[src/rtl/lamp_ctrl_pkg.sv]
// Shared types and sizing helpers for the stairwell lamp controller.
package lamp_ctrl_pkg;

   typedef enum logic [1:0] {
      LC_OFF  = 2'd0,
      LC_ON   = 2'd1,
      LC_WARN = 2'd2
   } lc_state_t;

   // Bits needed to hold the values 0..v-1, never less than one bit.
   function automatic int cw(input int v);
      return (v <= 2) ? 1 : $clog2(v);
   endfunction

   function automatic int imax(input int a, input int b);
      return (a > b) ? a : b;
   endfunction

endpackage

[src/rtl/btn_debounce.sv]
// One wall button: 2-flop synchroniser, debounce counter and press detect.
// Debounced level resets to "pressed" so a button held through reset
// must be released before it can produce a press.
module btn_debounce
   import lamp_ctrl_pkg::*;
#(
   parameter int DB_CYC = 16
) (
   input  logic clk,
   input  logic rst,
   input  logic raw,
   output logic press
);

   localparam int CW = cw(DB_CYC);

   logic          s1, s2;
   logic          db, db_q;
   logic [CW-1:0] cnt;

   // Synchronise, then accept a new level after DB_CYC consecutive differing samples.
   always_ff @(posedge clk or negedge rst) begin
      if (!rst) begin
         s1   <= 1'b0;
         s2   <= 1'b0;
         db   <= 1'b1;
         db_q <= 1'b1;
         cnt  <= '0;
      end else begin
         s1   <= raw;
         s2   <= s1;
         db_q <= db;
         if (s2 == db) begin
            cnt <= '0;
         end else if (cnt == CW'(DB_CYC - 1)) begin
            db  <= s2;
            cnt <= '0;
         end else begin
            cnt <= cnt + CW'(1);
         end
      end
   end

   assign press = db & ~db_q;

endmodule

[src/rtl/lamp_ctrl_arb.sv]
// Multi-way lamp controller: N_BTN debounced buttons, lowest-index
// arbitration, toggle FSM with auto-off timer and blinking warning window.
module lamp_ctrl_arb
   import lamp_ctrl_pkg::*;
#(
   parameter  int N_BTN       = 4,
   parameter  int DB_CYC      = 16,
   parameter  int TIMEOUT_CYC = 1000,
   parameter  int WARN_CYC    = 100,
   parameter  int BLINK_HALF  = 10,
   localparam int OW          = cw(N_BTN)
) (
   input  logic             clk,
   input  logic             rst,
   input  logic [N_BTN-1:0] btn,
   output logic             L,
   output logic             lamp_on,
   output logic [OW-1:0]    owner,
   output logic             toggle_pulse,
   output logic             timeout_pulse
);

   localparam int TW = cw(imax(TIMEOUT_CYC, WARN_CYC));
   localparam int BW = cw(BLINK_HALF);

   logic [N_BTN-1:0] press;
   logic             any_press;
   logic [OW-1:0]    grant;

   lc_state_t        state, state_n;
   logic [TW-1:0]    timer, timer_n;
   logic [BW-1:0]    blink, blink_n;
   logic             l_n, lamp_on_n, tog_n, tout_n;
   logic [OW-1:0]    owner_n;

   genvar i;
   generate
      for (i = 0; i < N_BTN; i++) begin : g_btn
         btn_debounce #(.DB_CYC(DB_CYC)) u_db (
            .clk   (clk),
            .rst   (rst),
            .raw   (btn[i]),
            .press (press[i])
         );
      end
   endgenerate

   // Lowest index wins; losing presses in the same cycle are dropped.
   always_comb begin
      any_press = 1'b0;
      grant     = '0;
      for (int k = N_BTN - 1; k >= 0; k--) begin
         if (press[k]) begin
            any_press = 1'b1;
            grant     = OW'(k);
         end
      end
   end

   // Register state, timers and every output so nothing glitches off-chip.
   always_ff @(posedge clk or negedge rst) begin
      if (!rst) begin
         state         <= LC_OFF;
         timer         <= '0;
         blink         <= '0;
         L             <= 1'b0;
         lamp_on       <= 1'b0;
         owner         <= '0;
         toggle_pulse  <= 1'b0;
         timeout_pulse <= 1'b0;
      end else begin
         state         <= state_n;
         timer         <= timer_n;
         blink         <= blink_n;
         L             <= l_n;
         lamp_on       <= lamp_on_n;
         owner         <= owner_n;
         toggle_pulse  <= tog_n;
         timeout_pulse <= tout_n;
      end
   end

   // Next state and next outputs; a press always beats a timer expiry.
   always_comb begin
      state_n = state;
      timer_n = timer;
      blink_n = blink;
      l_n     = L;
      owner_n = owner;
      tog_n   = 1'b0;
      tout_n  = 1'b0;
      case (state)
         LC_OFF: begin
            l_n = 1'b0;
            if (any_press) begin
               state_n = LC_ON;
               timer_n = TW'(TIMEOUT_CYC - 1);
               owner_n = grant;
               tog_n   = 1'b1;
               l_n     = 1'b1;
            end
         end
         LC_ON: begin
            if (any_press) begin
               state_n = LC_OFF;
               timer_n = '0;
               tog_n   = 1'b1;
               l_n     = 1'b0;
            end else if (timer == '0) begin
               state_n = LC_WARN;
               timer_n = TW'(WARN_CYC - 1);
               blink_n = '0;
               l_n     = 1'b0;
            end else begin
               timer_n = timer - TW'(1);
            end
         end
         LC_WARN: begin
            if (any_press) begin
               state_n = LC_ON;
               timer_n = TW'(TIMEOUT_CYC - 1);
               owner_n = grant;
               tog_n   = 1'b1;
               l_n     = 1'b1;
            end else if (timer == '0) begin
               state_n = LC_OFF;
               tout_n  = 1'b1;
               l_n     = 1'b0;
            end else begin
               timer_n = timer - TW'(1);
               if (blink == BW'(BLINK_HALF - 1)) begin
                  blink_n = '0;
                  l_n     = ~L;
               end else begin
                  blink_n = blink + BW'(1);
               end
            end
         end
         default: begin
            state_n = LC_OFF;
            timer_n = '0;
            blink_n = '0;
            l_n     = 1'b0;
         end
      endcase
      lamp_on_n = (state_n == LC_ON) || (state_n == LC_WARN);
   end

endmodule

[config.mk]
export PLATFORM = sky130hd
export DESIGN_NAME = lamp_ctrl_arb
export DESIGN_NICKNAME = d
export VERILOG_FILES = /design/src/rtl/lamp_ctrl_pkg.sv /design/src/rtl/btn_debounce.sv /design/src/rtl/lamp_ctrl_arb.sv
export SDC_FILE = /design/constraint.sdc
export NUM_CORES = 1
export LEC_CHECK = 0
export CAP_MARGIN = 30
export CORE_MARGIN = 10
export CORE_UTILIZATION = 58
export CTS_CLUSTER_DIAMETER = 50
export DETAILED_ROUTE_END_ITERATION = 10
export DONT_BUFFER_PORTS = 1
export PLACE_DENSITY = 0.72
export SYNTH_ARGS = -nofsm -noshare
export SYNTH_HDL_FRONTEND = slang
export SYNTH_SLANG_ARGS = --single-unit
[constraint.sdc]
create_clock -name clk -period 2.3 [get_ports clk]
set_input_delay 0.115 -clock clk [delete_from_list [all_inputs] [get_ports clk]]
set_output_delay 0.115 -clock clk [all_outputs]
set_load 0.02 [all_outputs]
Word-level counts from Yosys, hierarchy flattened --
Index checks and enable logic that the tools add are counted. Widths: inputs -> output; s select.
Storage, ports and cells: flip-flop bits (word level) 54, word-level logic and storage cells 127, input bits 6
Operators by class: add/sub/neg operators 6, mux-type cells 45, equal/unequal tests 21, bitwise gates (word level) 14, reduce and logical (&&, ||, !) cells 13
Operators by type and width (number):
- $mux 4 | 13
- $mux 10 | 5
- $pmux 10 s3 | 1
- $add 4x1->4 const B | 5
- $eq 4x4->1 const B | 5
- $mux 2 | 9
- $mux 1 | 14
- $reduce_and 2->1 | 7
- $pmux 4 s3 | 1
- $logic_not 10->1 | 1
- $ne 2x2->1 const B | 5
- $not 1->1 | 10
- $sub 10x1->10 const B | 1
- $ne 3x3->1 const B | 2
- $pmux 2 s3 | 1
- $reduce_and 5->1 | 1
- $and 1x1->1 | 4
- $eq 1x1->1 | 4
- $eq 2x1->1 const B | 2
- $eq 2x2->1 const B | 2
- $ne 4x4->1 const B | 1
- $pmux 1 s3 | 1
- $reduce_or 3->1 | 1
- $logic_not 2->1 | 1
- 2 further kinds | 2

Longest topological paths before layout --
depth in word-level cells 10, depth in mapped cells 8, mapped depth without buffers 7

Modules after synthesis --
A second synthesis with hierarchy kept.
Second synthesis, totals: cell total of the unflattened synthesis 265, area total of the unflattened synthesis 2750.1 um^2
Modules (own cells, without submodules):
- lamp_ctrl_arb | instances 1, area each 1493.9 um^2, cells an instance 177
- btn_debounce | instances 4, area each 314.1 um^2, cells an instance 22

Worst setup path before layout --
No wires, ideal clock.
path type register to register, from reg timer[0], to reg timer[6], stages on the path, launching flop included 9, arrival time 1.923 ns, data required time 2.180 ns, setup time 0.120 ns, buffers on the path 1, setup slack 0.257 ns, cells stage by stage dfrtp_1 -> inv_1 -> ha_1 -> or3b_1 -> or3_1 -> buf_6 -> nor4b_2 -> nor2_1 -> and3_1
On the way: longest elaborated chain between the ends 4, elaborated cells on any way between the ends 9
RTL lines:
- start: declaration | line lamp_ctrl_arb.sv:31 | logic [TW-1:0] timer, timer_n;
- start signal: assignment | line lamp_ctrl_arb.sv:73 | timer <= timer_n;
- $sub 10x1->10 / $logic_not 10->1 (equally long branches)
- $mux 10 (on tied branches) | line lamp_ctrl_arb.sv:125, lamp_ctrl_arb.sv:109
- $mux 10 (on tied branches) | line lamp_ctrl_arb.sv:119, lamp_ctrl_arb.sv:104
- $pmux 10 s3 | line lamp_ctrl_arb.sv:92 | case (state)
Several ways; a longest one is shown, not always the timed one. The select of a mux whose other input is x is not followed. A chain may end at the register's enable or synchronous reset.

Worst setup path after layout --
from reg timer[1], to reg timer[6]
The elaborated chain is that of the path after synthesis.

==> summary.txt <==
Global routing
  • GRT Util Overall: 13.86%
  • Initial antenna violation count: 0
  • GRT overflow: 0
  • Largest net degree at the start of global routing: 55
  • Vias in the first global route: 1894
  • First-pass GRT wire length: 8638 um

Cells and area
  • Leading cell type in the layout, fill and taps excluded: dfrtp_1
  • Diode count: 0
  • Area grow syn2layout: 10.55%
  • Reg area: between 0.001 and 0.0015 sq mm
  • Share of post-route cells with drive strength above 1: 16.17%
  • Multi-input combinational cell area: 0.001224 sq mm
  • Final net count: 279
  • Fillers: 337
  • Most frequent cells in the layout: dfrtp_1 (46), a21oi_1 (23), nor2_1 (20)

Detailed routing
  • Drt first pass iters: 4
  • DRC: 0
  • Post-route ant nets: 0
  • Via count: 1915
  • Routed WL per cell: 15.78 um
  • Drt total wl: 5018 um
  • Vias/cell: 6.022
  • DRT iter0 DRCs: 136

Clock network
  • Htree depth: 2
  • Root buffer cell: clkbuf_8
  • TritonCTS clock tree: built
  • Clock buffer depth: 2
  • Clock Pin Slew Worst Setup and Hold Paths: 0.11 ns
  • Worst-Skew Late Latency: 0.32 ns
  • # clock sinks: 54
  • Total CTS buffers: 5

Synthesis
  • Seq cells post-synth: 54
  • Post-Syn Nets: ~270
  • Post-synth top area share: 43.15%
  • Mapped cell area: between 0.002 and 0.003 sq mm
  • Syn Area/Cell: 10.59 sq um
  • Post-synthesis sequential area ratio: 51.03%
  • Largest area contributor in the netlist: dfrtp_1
  • Most used DFF post-synth: dfrtp_1
  • Netlist cell types: 49
  • Post-synthesis instance total: around 250
  • Synth Warn #: 0
  • EDFF count, synth: 0
  • Async S/R FF share, synth: 100.0%
  • Largest cells by area after synthesis: dfrtp_1 (43%), dfstp_2 (7.9%), a21oi_1 (4.3%), ha_1 (3.8%), nor2_1 (2.8%)

STA
  • Period Utilization, post-route: between 90% and 100%
  • Post-layout min period: 2.102 ns
  • Setup violations, final: 0
  • Final Hold Fails: 0
  • Min Hold Slack: 0.2967 ns
  • Final Skew: between 0.01 and 0.015 ns
  • Relative slew slack: 67.44%
  • Final setup TNS: 0 ns
  • Least-Margin Pin Slew: 0.4848 ns
  • RSZ-0062 raised after global routing: false
  • FMAX: 0.4757 GHz
  • Max-slew violations: 0

Power
  • Worst vdd ir: 0.6498 mV
  • Leak Pwr: 0.001263 uW
  • Pwr per Cell Area: 954.3 mW/mm^2

Worst setup path
  • Worst setup path category: reg2reg
  • Top delay family on crit path: simple AND/OR/NAND/NOR gates
  • Crit path arrival time: 2.31 ns
  • Delay of the slowest critical-path stage: 0.45 ns
  • Crit. End Element: flip-flop
  • Critical path required time: 2.50 ns
  • Worst Reg-to-Reg Cells: 7
  • Crit-path cells: inv_1 -> ha_1 -> or3b_1 -> or3_4 -> nor4b_2 -> nor2_1 -> and3_1
  • CP max-delay cell: or3b_1
  • Critical-path maximum fanout: 10
  • CP startpoint kind: flip-flop
  • WP buf/inv: 1
  • Total stage count of the critical path: 7

Place
  • Dpl hpwl: 3418 um
  • Port Buffers: 0
  • GPL Wtd Cong: 0.8691

Die
  • Die height: between 80 and 90 um
  • Die Footprint: roughly 0.0077 sq mm
  • Row Count: 24
  • CORE AREA: 0.004414 sq mm
  • IO Pins: 12
  • Die W: 87.82 um
  • Starting Density: 60.43%

Hold path
  • Hold Crit Class: in2async

Job
  • Total of max-cap violations: 0

Outcome
  • Run status: finished, final reports clean
[worst register-to-register path, delay by kind of cell, from the launching register on]
| kind | cells | cell delay [ns] |
|---|---|---|
| adders and majority gates | 1 | 0.13 |
| buffers and inverters | 1 | 0.09 |
| DFF | 1 | 0.43 |
| and+or+nand+nor | 5 | 1.35 |
[registers in the layout, indices dropped and copies added (netlist names)]
register and cells:
lamp_on 1, g_btn.u_db.s2 4, g_btn.u_db.cnt 16, g_btn.u_db.s1 4, toggle_pulse 1, timeout_pulse 1, blink 4, L 1
owner 2, g_btn.u_db.db 4, timer 10, state 2, g_btn.u_db.db_q 4
[area by class of cell]
class | instances | area share [%]
Multi-Input combinational cell | 179 | 41.49
Timing Repair Buffer | 15 | 4.922
Sequential cell | 54 | 46.16
Inverter | 10 | 1.273
Clock buffer | 5 | 2.333
Clock inverter | 3 | 1.612
Tap cell | 52 | 2.206
[synthesized netlist by cell type, types with 5 or more instances]
cell type	count
inv_1	10
dfrtp_1	46
a21oi_1	23
o21ai_1	5
dfstp_2	8
nor4_1	8
o21ai_0	10
nand2b_1	5
nor3_1	5
nor2b_1	9
nand2_1	14
xnor2_1	8
ha_1	8
nor2_1	20
nand3_1	7
clkbuf_1	5
[final timing paths]
check | from | end | slack, ns
min in group clk | btn[3] | g_btn[3].u_db.s1$_DFF_PN0_ | 0.36
hold reg to reg | g_btn[3].u_db.s1$_DFF_PN0_ | g_btn[3].u_db.s2$_DFF_PN0_ | 0.36
setup / recovery | timer[1]$_DFFE_PN0P_ | timer[6]$_DFFE_PN0P_ | 0.20
max in group asynchronous | rst | g_btn[3].u_db.db$_DFFE_PN1P_ | 1.71
setup reg to reg | timer[1]$_DFFE_PN0P_ | timer[6]$_DFFE_PN0P_ | 0.20
hold / removal | rst | timer[8]$_DFFE_PN0P_ | 0.30
[per-layer routing]
metal	share of wire [%]	up-vias	global-route usage (%)
li1	-	945	-
met1	47	907	18.80
met2	44	54	20.11
met3	6.9	9	4.457
met4	1.4	0	5.362
met5	0	-	0
[cell families after synthesis]
| kind of cell | share of synthesized area (%) |
|---|---|
| xor gates and xnor gates | 2.627 |
| DFF | 51.03 |
| adders and majority gates | 3.752 |
| muxes | 2.064 |
| buffers and inverters | 3.283 |
| AOI/OAI and AO/OA | 15.67 |
| and+or+nand+nor | 21.58 |
[per-stage QoR]
step / total power, uW / cells / worst slack, ns / instance area (sq um) / util, %
global route: 2991 / 318 / 0.1071 / 2949 / 66.81
floorplan: 1883 / 252 / 0.2571 / 2668 / -
detailed placement: 2097 / 304 / 0.1024 / 2750 / 62.30
CTS: 2797 / 318 / 0.08750 / 2944 / 66.70
finish: 2814 / 318 / 0.1979 / 2949 / 66.81
global placement: 2095 / 304 / 0.1551 / 2750 / 62.30
[power breakdown]
group	leakage [uW]	switching (uW)	internal [uW]
Combinational	0.000512	615	416
Clock	0.0000591	328	332
Sequential	0.000692	92.0	1030
Total	0.00126	1030	1780
[timing repair]
item / 4_1_cts / 5_1_grt
endpoints found under the setup margin: 0 / 3
resized for setup: 0 / 1
buffers inserted: 0 / 0
hold buffers: 6 / 0
endpoints found under the hold margin: 58 / 0
Note: power is estimated with default switching activity, not from simulation.
